--- src/rtl/seq_gen.sv ---
// Serial bit-sequence generator: latches a pattern and repeat count on start,
// then shifts the pattern out MSB-first on opt, count times.
//
// Ports:
//   clk            clock, all state updates on posedge
//   rst            synchronous reset, active-high
//   start          transfer request, sampled only while idle
//   pattern[W-1:0] bit pattern, latched on an accepted start
//   count[C-1:0]   number of repetitions, latched on an accepted start
//   opt            serial data, MSB of the pattern first (0 when valid=0)
//   valid          opt carries a pattern bit this cycle
//   busy           transfer in progress, start ignored
//   done           one-cycle pulse after the final bit
//
// Build option: define SEQ_GEN_GAP_EN to insert one idle GAP cycle
// (valid=0, busy=1) between consecutive repetitions.
module seq_gen #(
  parameter int WIDTH = 4,
  parameter int CNT_W = 4
) (
  input  logic             clk,
  input  logic             rst,
  input  logic             start,
  input  logic [WIDTH-1:0] pattern,
  input  logic [CNT_W-1:0] count,
  output logic             opt,
  output logic             valid,
  output logic             busy,
  output logic             done
);

  localparam int IW = $clog2(WIDTH);
  localparam logic [IW-1:0] LAST_IDX = IW'(WIDTH - 1);
  localparam logic [CNT_W-1:0] ONE = CNT_W'(1);

`ifdef SEQ_GEN_GAP_EN
  typedef enum logic [1:0] {
    IDLE  = 2'd0,
    SHIFT = 2'd1,
    GAP   = 2'd2,
    DONE  = 2'd3
  } state_t;
`else
  typedef enum logic [1:0] {
    IDLE  = 2'd0,
    SHIFT = 2'd1,
    DONE  = 2'd3
  } state_t;
`endif

  state_t           state_q, state_d;
  logic [WIDTH-1:0] pat_q, pat_d;
  logic [WIDTH-1:0] sh_q, sh_d;
  logic [CNT_W-1:0] rem_q, rem_d;
  logic [IW-1:0]    idx_q, idx_d;
  logic             opt_d, valid_d, busy_d, done_d;

  // sh_q holds the bits still to be sent, left-aligned; the bit
  // currently on opt has already been shifted out of it.
  // idx_q counts bits of the current repetition still to follow.
  // rem_q counts repetitions including the one being sent.
  always_ff @(posedge clk) begin
    if (rst) begin
      state_q <= IDLE;
      pat_q   <= '0;
      sh_q    <= '0;
      rem_q   <= '0;
      idx_q   <= '0;
      opt     <= 1'b0;
      valid   <= 1'b0;
      busy    <= 1'b0;
      done    <= 1'b0;
    end else begin
      state_q <= state_d;
      pat_q   <= pat_d;
      sh_q    <= sh_d;
      rem_q   <= rem_d;
      idx_q   <= idx_d;
      opt     <= opt_d;
      valid   <= valid_d;
      busy    <= busy_d;
      done    <= done_d;
    end
  end

  always_comb begin
    state_d = state_q;
    pat_d   = pat_q;
    sh_d    = sh_q;
    rem_d   = rem_q;
    idx_d   = idx_q;
    opt_d   = 1'b0;
    valid_d = 1'b0;
    busy_d  = 1'b0;
    done_d  = 1'b0;

    unique case (state_q)
      IDLE: begin
        if (start) begin
          busy_d = 1'b1;
          if (count != '0) begin
            // First bit goes out on the accepting edge.
            pat_d   = pattern;
            rem_d   = count;
            sh_d    = {pattern[WIDTH-2:0], 1'b0};
            idx_d   = LAST_IDX;
            opt_d   = pattern[WIDTH-1];
            valid_d = 1'b1;
            state_d = SHIFT;
          end else begin
            done_d  = 1'b1;
            state_d = DONE;
          end
        end
      end

      SHIFT: begin
        busy_d = 1'b1;
        if (idx_q != '0) begin
          opt_d   = sh_q[WIDTH-1];
          valid_d = 1'b1;
          sh_d    = {sh_q[WIDTH-2:0], 1'b0};
          idx_d   = idx_q - 1'b1;
        end else if (rem_q > ONE) begin
          // Guarded by rem_q > 1, so the decrement cannot wrap.
          rem_d = rem_q - ONE;
`ifdef SEQ_GEN_GAP_EN
          state_d = GAP;
`else
          opt_d   = pat_q[WIDTH-1];
          valid_d = 1'b1;
          sh_d    = {pat_q[WIDTH-2:0], 1'b0};
          idx_d   = LAST_IDX;
`endif
        end else begin
          done_d  = 1'b1;
          state_d = DONE;
        end
      end

`ifdef SEQ_GEN_GAP_EN
      GAP: begin
        busy_d  = 1'b1;
        opt_d   = pat_q[WIDTH-1];
        valid_d = 1'b1;
        sh_d    = {pat_q[WIDTH-2:0], 1'b0};
        idx_d   = LAST_IDX;
        state_d = SHIFT;
      end
`endif

      DONE: begin
        state_d = IDLE;
      end

      default: begin
        state_d = IDLE;
      end
    endcase
  end

endmodule
--- config.mk ---
export PLATFORM = sky130hd
export DESIGN_NAME = seq_gen
export DESIGN_NICKNAME = d
export VERILOG_FILES = /design/src/rtl/seq_gen.sv
export SDC_FILE = /design/constraint.sdc
export NUM_CORES = 1
export LEC_CHECK = 0
export CAP_MARGIN = 20
export CORE_MARGIN = 2
export CORE_UTILIZATION = 54
export CTS_BUF_LIST = sky130_fd_sc_hd__clkbuf_4
export DETAILED_ROUTE_END_ITERATION = 8
export PLACE_DENSITY = 0.83
export SYNTH_ARGS = -nofsm -noshare
export SYNTH_HDL_FRONTEND = slang
export SYNTH_SLANG_ARGS = --single-unit
--- constraint.sdc ---
create_clock -name clk -period 1.8 [get_ports clk]
set_input_delay 0.18 -clock clk [delete_from_list [all_inputs] [get_ports clk]]
set_output_delay 0.18 -clock clk [all_outputs]
set_load 0.005 [all_outputs]
# Yosys cells after proc, flatten, opt, wreduce, memory -nomap -nowiden

Cells that the tools add are included.
Widths: inputs -> output; s select.

$add $sub $neg: 2
Magnitude comparators: 1
Equality and inequality tests: 7
Multiplexer cells: 37
Reductions and logical operators: 8

Operator list:

| operator            | number |
|---|---|
| $mux 4              | 8 |
| $mux 2              | 8 |
| $pmux 4 s2          | 2 |
| $mux 1              | 13 |
| $ne 2x2->1 const B  | 5 |
| $pmux 1 s2          | 4 |
| $pmux 2 s2          | 2 |
| $reduce_and 3->1    | 2 |
| $reduce_and 5->1    | 1 |
| $gt 4x1->1 const B  | 1 |
| $reduce_and 4->1    | 1 |
| $reduce_bool 2->1   | 2 |
| $reduce_bool 4->1   | 1 |
| $sub 4x1->4 const B | 1 |
| $ne 3x3->1 const B  | 1 |
| $eq 2x1->1 const B  | 1 |
| $logic_not 2->1     | 1 |
| $sub 2x1->2 const B | 1 |

Register bits after elaboration: 20
Bits of input ports: 11
Output and inout port bits: 4
Logic and storage cells: 64

# Longest topological paths before layout

Word-level depth: 4
Depth in mapped cells: 7

# Worst setup path before layout

Ideal clock, no wire load.

Path type: register -> register
From: register rem_q[0]
To: register rem_q[0]
Setup time: 0.075 ns
Arrival: 1.533 ns
Required time: 1.725 ns
Slack: 0.192 ns
Stages on the path, launching flop included: 7
Buffers on the path: 0
Period minus slack after synthesis: 1.608 ns
Cell sequence: dfxtp_1 > inv_1 > ha_1 > nor2_1 > o311ai_2 > a211o_1 > a31oi_1

Cells in the longest elaborated chain, start to end: 4
Elaborated cells on any way between the ends: 7

RTL lines:

| item                   | line | RTL |
|---|---|---|
| from (decl)            | 54   | `logic [CNT_W-1:0] rem_q, rem_d;` |
| from (signal assigned) | 77   | `rem_q <= rem_d;` |
| $sub 4x1->4            | 126  | `rem_d = rem_q - ONE;` |
| $mux 4                 | 124  | `end else if (rem_q > ONE) begin` |
| $mux 4                 | 119  | `if (idx_q != '0) begin` |
| $pmux 4 s2             | 97   | `unique case (state_q)` |

Several ways; a longest one is shown, not always the timed one. The select of a mux whose other input is x is not followed.
A chain may end at the register's enable or synchronous reset.

# Final worst setup path

Ends and elaborated chain as after synthesis.

==> out/metrics.csv <==
stage,metric,value,unit
global_routing,grt met2 use,34.44,%
logic_synthesis,synth warn,0,
cts,CTS Buffer Depth,2,
layout,Final Core Density,72.30,%
setup_path,kind of critical path,reg -> reg,
place,IO Port Bufs,14,
min_path,min-delay src,pattern[3],
setup_path,Worst EP arrival,1.89,ns
cts,Root Driver,clkbuf_4,
timing,relative slew slack,61.12,%
floorplan,IO Pins,15,
layout,share of cells above drive strength 1,18.05,%
cts,clock latency at the later pin of the worst-skew pair,0.30,ns
place,pre-CTS setup slack,-0.07078,ns
layout,fin nets,148,
global_routing,largest net degree at the start of global routing,18,
timing,final setup margin,0.1408,ns
drt,vias per inst,6.113,
logic_synthesis,sequential cell area fraction in the yosys report,39.63,%
global_routing,antenna violations before repair,0,
drt,DRC viols,0,
timing,RSZ-0062 raised after global routing,false,
setup_path,"critical path, cell by cell","inv_1, ha_1, nor2_2, o311ai_2, a211o_1, a31oi_1",
setup_path,Critical Path RT,2.03,ns
power,PD cells,883.6,mW/mm2
floorplan,Row Count,15,
logic_synthesis,Syn Area/Cell,8.724,um2
drt,Routed wire per std cell,14.32,um
logic_synthesis,Cell variety after synth,35,
setup_path,Critical Path Sink Type,flip-flop,
global_routing,busiest grt layer,met2,
power,Static Leakage,0.4736,nW
cts,cts hold-fix bufs,0,
setup_path,Critical Path Fanout Max,8,
timing,TNS Setup,0,ns
setup_path,CP startpoint,rem_q[0],
drt,First-pass DRT Iterations,4,
layout,diodes inserted,0,
global_routing,met3 Usage GRT,7.059,%
floorplan,core region area,0.001689,mm2
global_routing,M1 GR Usage,29.31,%
logic_synthesis,syn nets,124,
global_routing,gr usage total,22.44,%
drt,total number of vias,917,
run_status,status,completed,
cts,TritonCTS clock tree,yes,
setup_path,FF-to-FF Start,rem_q[0],
cts,# Post-CTS Setup Buffers,0,
cts,H-tree levels,1,
min_path,Hold Crit Class,in -> reg,
drt,final WL,2148,um
layout,Fillers,126,
place,HPWL Detailed,1566,um
cts,Worst-path clk slew,0.10,ns
logic_synthesis,Synth Register Bits,19,
power,Worst VDD drop,0.0006358,V
timing,Worst Clk Skew,0.002357,ns
layout,area delta synth->final,27.25,%
floorplan,Die ar.,0.002130,mm2
floorplan,starting density of the core,56.81,%
timing,fmax,602.7,MHz
place,GPL Wtd Cong,0.8110,
timing,Setup-failing EPs final,0,
logic_synthesis,Synth area leader,dfxtp_1,
floorplan,die height,46.16,um
logic_synthesis,post-synth top area share,39.63,%
setup_path,Bufs and invs on worst path,1,
global_routing,global route overflow,0,
setup_path,CP Launch Type,flip-flop,
timing,final hold vios,0,
layout,design area,0.001221,mm2
timing,crit share post-route,92.18,%
logic_synthesis,Post-Syn Area,959.7,um2
logic_synthesis,Synth Instances,110,
drt,Starting DRT DRC Count,16,
setup_path,Crit path max-delay family,compound AO/OA/AOI/OAI gates,
timing,worst slew pin tran,0.5823,ns
power,Final Power,1.079,mW
global_routing,first-pass GRT wire length,3456,um
run,max-cap violations,0,
setup_path,max incr delay on CP,0.38,ns
drt,Post-DRT Antenna Nets,0,
logic_synthesis,synth top area cells,"dfxtp_1, a21oi_1, nor3_1",
global_routing,vias in the first global route,772,
floorplan,die width,46.16,um
cts,cts bufs inserted,3,
cts,clk sinks,19,
place,Post-DP Area,0.001176,mm2
timing,minimum clock period,1.659,ns
setup_path,CP max stage cell,dfxtp_2,
timing,fin. max-slew vios,0,
[worst register-to-register path, cell delays in order (launching register included)]
cell      delay, ns
dfxtp_2        0.38
inv_1          0.05
ha_1           0.22
nor2_2         0.22
o311ai_2       0.20
a211o_1        0.35
a31oi_1        0.17
[final cells by class]
cell class	count	area, um2	share of cell area, %
timing repair buffer	26	230.2	18.85
inverter	5	18.77	1.537
clock buffer	4	30.03	2.459
tap	17	21.27	1.742
multi-input combinational	79	539.3	44.16
sequential	19	381.6	31.25
[cells by family after synthesis]
| family | share of synthesized area [%] |
|---|---|
| buf+inv | 5.607 |
| fa+ha+maj | 3.912 |
| compound gates | 24.51 |
| flops | 39.63 |
| mux | 2.086 |
| simple gates | 24.25 |
[registers in the layout (all words and copies together), names as in the netlist]
register / flops
pat_q: 4
rem_q: 4
sh_q: 3
idx_q: 2
state_q: 2
busy: 1
done: 1
opt: 1
valid: 1
[metrics by stage]
step,std cells,hold slack (ns)
after global placement,146,0.4417
after global routing,150,0.4677
final,150,0.4550
after detailed placement,146,0.4435
after floorplan,110,0.3160
after CTS,150,0.4581
[worst paths after layout]
kind,depth (start not counted),to,slack [ns]
worst max register to register,6,rem_q[0],0.14
worst max-delay path,6,rem_q[0],0.14
worst min register to register,2,pat_q[0],0.45
worst min-delay path,3,opt,0.45
[power by group]
part | switching (mW) | internal [mW] | total (mW)
clock | 0.130 | 0.102 | 0.232
sequential | 0.0444 | 0.468 | 0.512
combinational | 0.169 | 0.167 | 0.336
[per-layer routing]
layer / wire, um / share of wire (%) / vias to the layer above
met1: 999 / 47 / 427
met2: 981 / 46 / 28
met5: 0 / 0 / -
met3: 103 / 4.8 / 9
met4: 64 / 3.0 / 0
li1: - / - / 453
[synthesized netlist by cell type]
cell type	number
dfxtp_1	19
nand2_1	12
a21oi_1	11
nor3_1	9
inv_1	5
nand3_1	5
nor2_1	5
buf_2	4
ha_1	3
o21ai_0	3
a211o_1	2
a211oi_1	2
a221o_1	2
a311oi_1	2
clkbuf_1	2
mux2i_1	2
nand2b_1	2
nor2b_1	2
o221ai_1	2
a21oi_2	1
a31oi_1	1
a32oi_1	1
and3_1	1
buf_4	1
nand3b_1	1
nor2b_2	1
nor3b_2	1
nor4_2	1
nor4bb_1	1
o311a_1	1
o311ai_2	1
o41a_1	1
o41ai_2	1
or2b_1	1
or3b_1	1
[layout by cell type (no fill, tap or decap), types with 3 or more instances in the layout]
cell	Yosys	final
buf_4	1	12
inv_1	5	5
ha_1	3	3
a21oi_1	11	11
dfxtp_1	19	18
o21ai_0	3	3
nand2_1	12	12
clkbuf_4	0	4
clkdlybuf4s50_1	0	14
nor2_1	5	4
nand3_1	5	5
nor3_1	9	9
[what timing repair did]
action / 4_1_cts / 5_1_grt
endpoints found under the hold margin: 0 / 0
gates resized for setup: 0 / 3
endpoints found under the setup margin: 0 / 5
Power figures use the tool's default switching activity.
